$ cat src/rtl/spi_master_arbiter.sv
// Round-robin arbiter/sequencer sharing one SPI master between NUM_REQ requesters.
// Optional WAIT-state abort is enabled by defining SPI_ARB_TIMEOUT_EN.
module spi_master_arbiter #(
  parameter int NUM_REQ = 4,
  parameter int DW      = 8,
  parameter int TIMEOUT = 1023
) (
  input  logic                  clk_m,
  input  logic                  rst_n,
  input  logic [NUM_REQ-1:0]    req,
  input  logic [NUM_REQ*DW-1:0] req_data,
  output logic [NUM_REQ-1:0]    gnt,
  output logic [NUM_REQ-1:0]    done,
  output logic [DW-1:0]         rsp_data,
  output logic                  busy,
  output logic                  spi_start,
  output logic [DW-1:0]         spi_data_in,
  input  logic                  spi_finish,
  input  logic [DW-1:0]         spi_data_out,
  output logic                  timeout_err
);

  localparam int IW = (NUM_REQ > 1) ? $clog2(NUM_REQ) : 1;

  typedef enum logic [1:0] {
    IDLE   = 2'd0,
    LAUNCH = 2'd1,
    WAIT   = 2'd2,
    DONE   = 2'd3
  } state_t;

  state_t              state_q;
  logic [IW-1:0]       ptr_q;
  logic [IW-1:0]       idx_q;
  logic [NUM_REQ-1:0]  gnt_q;
  logic [NUM_REQ-1:0]  done_q;
  logic [DW-1:0]       rsp_q;
  logic [DW-1:0]       sdi_q;
  logic                start_q;

  logic [DW-1:0]       req_word [NUM_REQ];
  logic                win_valid_d;
  logic [IW-1:0]       win_idx_d;
  logic                expire_d;

  genvar gi;
  generate
    for (gi = 0; gi < NUM_REQ; gi++) begin : g_word
      assign req_word[gi] = req_data[gi*DW +: DW];
    end
  endgenerate

  // Walk from the farthest candidate back to ptr+1 so the nearest set bit wins.
  always_comb begin
    win_valid_d = 1'b0;
    win_idx_d   = ptr_q;
    for (int k = NUM_REQ; k >= 1; k--) begin
      if (req[IW'((int'(ptr_q) + k) % NUM_REQ)]) begin
        win_valid_d = 1'b1;
        win_idx_d   = IW'((int'(ptr_q) + k) % NUM_REQ);
      end
    end
  end

`ifdef SPI_ARB_TIMEOUT_EN
  localparam int CW = $clog2(TIMEOUT + 1);

  logic [CW-1:0] tcnt_q;
  logic          terr_q;

  assign expire_d = (tcnt_q == CW'(TIMEOUT - 1));

  // terr_q rises on the same edge that raises done, and clears with it.
  always_ff @(posedge clk_m or negedge rst_n) begin
    if (!rst_n) begin
      tcnt_q <= '0;
      terr_q <= 1'b0;
    end else begin
      terr_q <= (state_q == WAIT) && !spi_finish && expire_d;
      if (state_q == LAUNCH) begin
        tcnt_q <= '0;
      end else if (state_q == WAIT) begin
        tcnt_q <= tcnt_q + 1'b1;
      end
    end
  end

  assign timeout_err = terr_q;
`else
  assign expire_d    = 1'b0;
  assign timeout_err = 1'b0;

  // TIMEOUT only drives hardware with the abort counter; this empty block keeps it referenced.
  if (TIMEOUT < 1) begin : g_timeout_range
  end
`endif

  always_ff @(posedge clk_m or negedge rst_n) begin
    if (!rst_n) begin
      state_q <= IDLE;
      ptr_q   <= IW'(NUM_REQ - 1);
      idx_q   <= '0;
      gnt_q   <= '0;
      done_q  <= '0;
      rsp_q   <= '0;
      sdi_q   <= '0;
      start_q <= 1'b0;
    end else begin
      case (state_q)
        IDLE: begin
          if (win_valid_d) begin
            gnt_q   <= NUM_REQ'(1) << win_idx_d;
            sdi_q   <= req_word[win_idx_d];
            start_q <= 1'b1;
            idx_q   <= win_idx_d;
            state_q <= LAUNCH;
          end
        end
        LAUNCH: begin
          start_q <= 1'b0;
          state_q <= WAIT;
        end
        WAIT: begin
          if (spi_finish || expire_d) begin
            rsp_q   <= spi_finish ? spi_data_out : '0;
            done_q  <= gnt_q;
            gnt_q   <= '0;
            ptr_q   <= idx_q;
            state_q <= DONE;
          end
        end
        DONE: begin
          done_q  <= '0;
          state_q <= IDLE;
        end
        default: state_q <= IDLE;
      endcase
    end
  end

  assign gnt         = gnt_q;
  assign done        = done_q;
  assign rsp_data    = rsp_q;
  assign spi_start   = start_q;
  assign spi_data_in = sdi_q;
  assign busy        = (state_q != IDLE);

endmodule
$ cat config.mk
export PLATFORM = sky130hd
export DESIGN_NAME = spi_master_arbiter
export DESIGN_NICKNAME = d
export VERILOG_FILES = /design/src/rtl/spi_master_arbiter.sv
export SDC_FILE = /design/constraint.sdc
export NUM_CORES = 1
export LEC_CHECK = 0
export ABC_AREA = 1
export CAP_MARGIN = 5
export CELL_PAD_IN_SITES_DETAIL_PLACEMENT = 0
export CELL_PAD_IN_SITES_GLOBAL_PLACEMENT = 2
export CORE_MARGIN = 4
export CORE_UTILIZATION = 25
export CTS_CLUSTER_DIAMETER = 50
export CTS_CLUSTER_SIZE = 40
export DETAILED_ROUTE_END_ITERATION = 10
export PLACE_DENSITY = 0.91
export SLEW_MARGIN = 40
export SYNTH_ARGS = -nofsm -noshare
export SYNTH_HDL_FRONTEND = slang
export SYNTH_SLANG_ARGS = --single-unit
$ cat constraint.sdc
create_clock -name clk_m -period 3.1 [get_ports clk_m]
set_input_delay 0.31 -clock clk_m [delete_from_list [all_inputs] [get_ports clk_m]]
set_output_delay 0.31 -clock clk_m [all_outputs]
set_load 0.02 [all_outputs]
==> results.yml <==
floorplanning:
  dieArea_sq_mm: 0.00926
  start_util_pct: 26.3
  ios: 74
  die_h_um: 96.2
  core_sq_mm: 0.00741
  fp.dieW_um: 96.2
  num_rows: 31
layout:
  finalNetCount: 398
  syn_to_final_growth_pct: 46.1
  antenna_cells: 0
  instances_no_fill: 447
  n_fill_cell: 768
  drive_gt1_share_pct: 10.9
clocking:
  h-tree-depth: 2
  holdBufCountCts: 0
  postCtsSetupBuffers: 0
  cts_tree: "yes"
  cts_resized: 0
  clk_latency_ps: 280
  cts-root-buf: "clkbuf_8"
  cts.sinks: 31
  cts_buffers: 5
  clk_path_buf_depth: 2
  path_clk_slew_ps: 70
setup_path:
  crit_chain: "inv_4 > nand2_2 > nand2_2 > nand2_2 > nand2_2 > nor2_1 > nand3_1 > nand2_1 > inv_2 > o21ai_0 > inv_1"
  cp.arrival_ps: 2390
  r2r_cells: 11
  cp-startpoint: "ptr_q[0]"
  critPathKind: "flop to flop"
  r2r-start: "ptr_q[0]"
  endpoint_kind: "flop"
  crit_path_start_kind: "flop"
  critical-path-max-stage-delay_ps: 670
  cp.required_ps: 3270
  crit_path_frequent_cell: "nand2_2"
  critPathBufInv: 3
  regToRegSetupSlack_ps: 880
  path_delay_family: "simple AND/OR/NAND/NOR gates"
  worstPathMaxFanout: 14
  cp.depth: 11
  crit_slowest_cell: "dfstp_2"
power:
  irDropWorstVdd_uv: 314
  p_sw_share_pct: 49.8
  clkPwrFrac_pct: 11.3
  p_leak_nw: 1.44
  p_per_area_mw_per_mm2: 1090
  p_int_w: 0.00156
  pwr-share-comb_pct: 65.6
  p_switching_w: 0.00155
  seqPwrFrac_pct: 23.2
route:
  drt-total-wl_um: 5300
  num_vias: 1886
  viasPerCell: 4.22
  first_pass_iters: 4
  drt_iter0_drc: 67
  ant_nets: 0
  drc: 0
  avgRoutedWirePerCell_um: 11.9
yosys:
  synth.distinct_cells: 24
  synth_most_common_cell: "nand2_1"
  post_synth_most_frequent_cells: "108 x nand2_1, 42 x nand3_1, 33 x inv_1"
  syn_avg_cell_area_sq_um: 7.10
  synth_cells: 274
  synth.cell_area_sq_mm: 0.00195
  syn_nets: 325
  netlist_top_cells_area: "dfrtp_1 37%, nand2_1 21%, nand3_1 11%"
  yosysTopAreaCell: "dfrtp_1"
  ys_async_sr_fraction_pct: 100
  ys.flop_type: "dfrtp_1"
  ys_seq_area_share_pct: 40.0
  synth_edf_count: 0
  netlist.area_leader.share_pct: 37.3
  ys_ff_latch: 31
  synth_warnings: 0
hold_path:
  min_path_type: "input pin to asynchronous set/reset pin"
placement:
  routabilityCongestion: 0.782
  dp_hpwl_um: 4080
  place.port_buffers: 72
  dp.cells: 439
flow_run:
  cap_violations: 0
sta:
  min_period_ps: 2220
  skew_ps: 8.72
  finalHoldViolations: 0
  rsz0062_at_grt: "no"
  timing.fmax_ghz: 0.450
  fin_crit_sh_pct: 71.7
  finalSetupTns_ps: 0
  setup_viol: 0
  slew_violations: 0
grt:
  overflow: 0
  grt_max_degree: 32
  grt_pass1_wl_um: 8780
  antenna_found_initial: 0
  grt_pass1_vias: 1858
  grt_usage_pct: 12.1
outcome:
  run_status: "complete, no violations"
==> logic make-up after synthesis <==
group,after synthesis,share of synthesized area (%)
AOI/OAI and AO/OA,16,4.50
and+or+nand+nor,176,41.6
other,1,0.193
DFF,31,40.0
buffers and inverters,46,11.1
adders and majority gates,4,2.57
==> cell usage in the layout, fill, tap and decap left out, drive strengths merged <==
| cell type | instances |
|---|---|
| dfrtp | 29 |
| clkdlybuf4s50 | 72 |
| ha | 4 |
| clkinv | 1 |
| and2 | 1 |
| conb | 1 |
| inv | 37 |
| nor2 | 2 |
| nand4 | 3 |
| o21ai | 16 |
| nand2 | 127 |
| buf | 2 |
| nand3 | 43 |
| clkinvlp | 1 |
| clkbuf | 7 |
| dfstp | 2 |
==> worst paths after layout <==
kind / endpoint
min reg2reg: spi_data_in[5]
min in group clk_m: spi_data_in[5]
max reg2reg: spi_start
min: done[3]
max in group asynchronous: ptr_q[0]
max: spi_start
==> flip-flops by register name, indices dropped and copies added, names as in the netlist <==
register     count
idx_q            2
rsp_data         8
gnt              4
spi_data_in      8
done             4
spi_start        1
state_q          2
ptr_q            2
==> worst reg2reg max path, stage by stage (launching register included) <==
cell     delay, ps
dfstp_2        670
inv_4          100
nand2_2         80
nand2_2         60
nand2_2         80
nand2_2         70
nor2_1         140
nand3_1         90
nand2_1        380
inv_2          200
o21ai_0        190
inv_1           50
==> per-layer routing <==
layer  part of all wire (%)  track usage [%]  wire [um]  up-vias
li1                       -                -          -      996
met1                     47             16.2       2480      844
met2                     48             19.8       2550       41
met3                    4.2             2.58        221        5
met4                   0.91             3.20         48        0
met5                      0                0          0        -
==> cell type report <==
cell class                      count  area (sq um)  share of cell area (%)
Clock buffer                        7          96.3                    3.39
Clock inverter                      1          7.51                   0.264
Inverter                           38           150                    5.28
Multi-Input combinational cell    197           951                    33.5
Sequential cell                    31           778                    27.4
Tap cell                           99           124                    4.36
Timing Repair Buffer               74           736                    25.9
==> power by group through the flow <==
stage / clock network (W) / registers (W) / logic (W)
global route: 0.000381 / 0.000749 / 0.00231
finish: 0.000351 / 0.000720 / 0.00204
CTS: 0.000363 / 0.000723 / 0.00207
detailed placement: 0 / 0.000725 / 0.00207
floorplan: 0 / 0.000847 / 0.00136
global placement: 0 / 0.000727 / 0.00205
==> per-stage QoR <==
step           utilization (%)  setup WS (ps)  power (W)  hold slack (ps)  instance area (sq um)
3_5_place_dp              37.0            812    0.00279              465                   2740
6_report                  38.4            876    0.00311              430                   2840
5_1_grt                   38.4            610    0.00344              476                   2840
4_1_cts                   38.4            852    0.00316              443                   2840
2_1_floorplan                -           1350    0.00220             14.4                   1950
3_3_place_gp              37.0            810    0.00278              464                   2740
(Power assumes the default switching activity.)
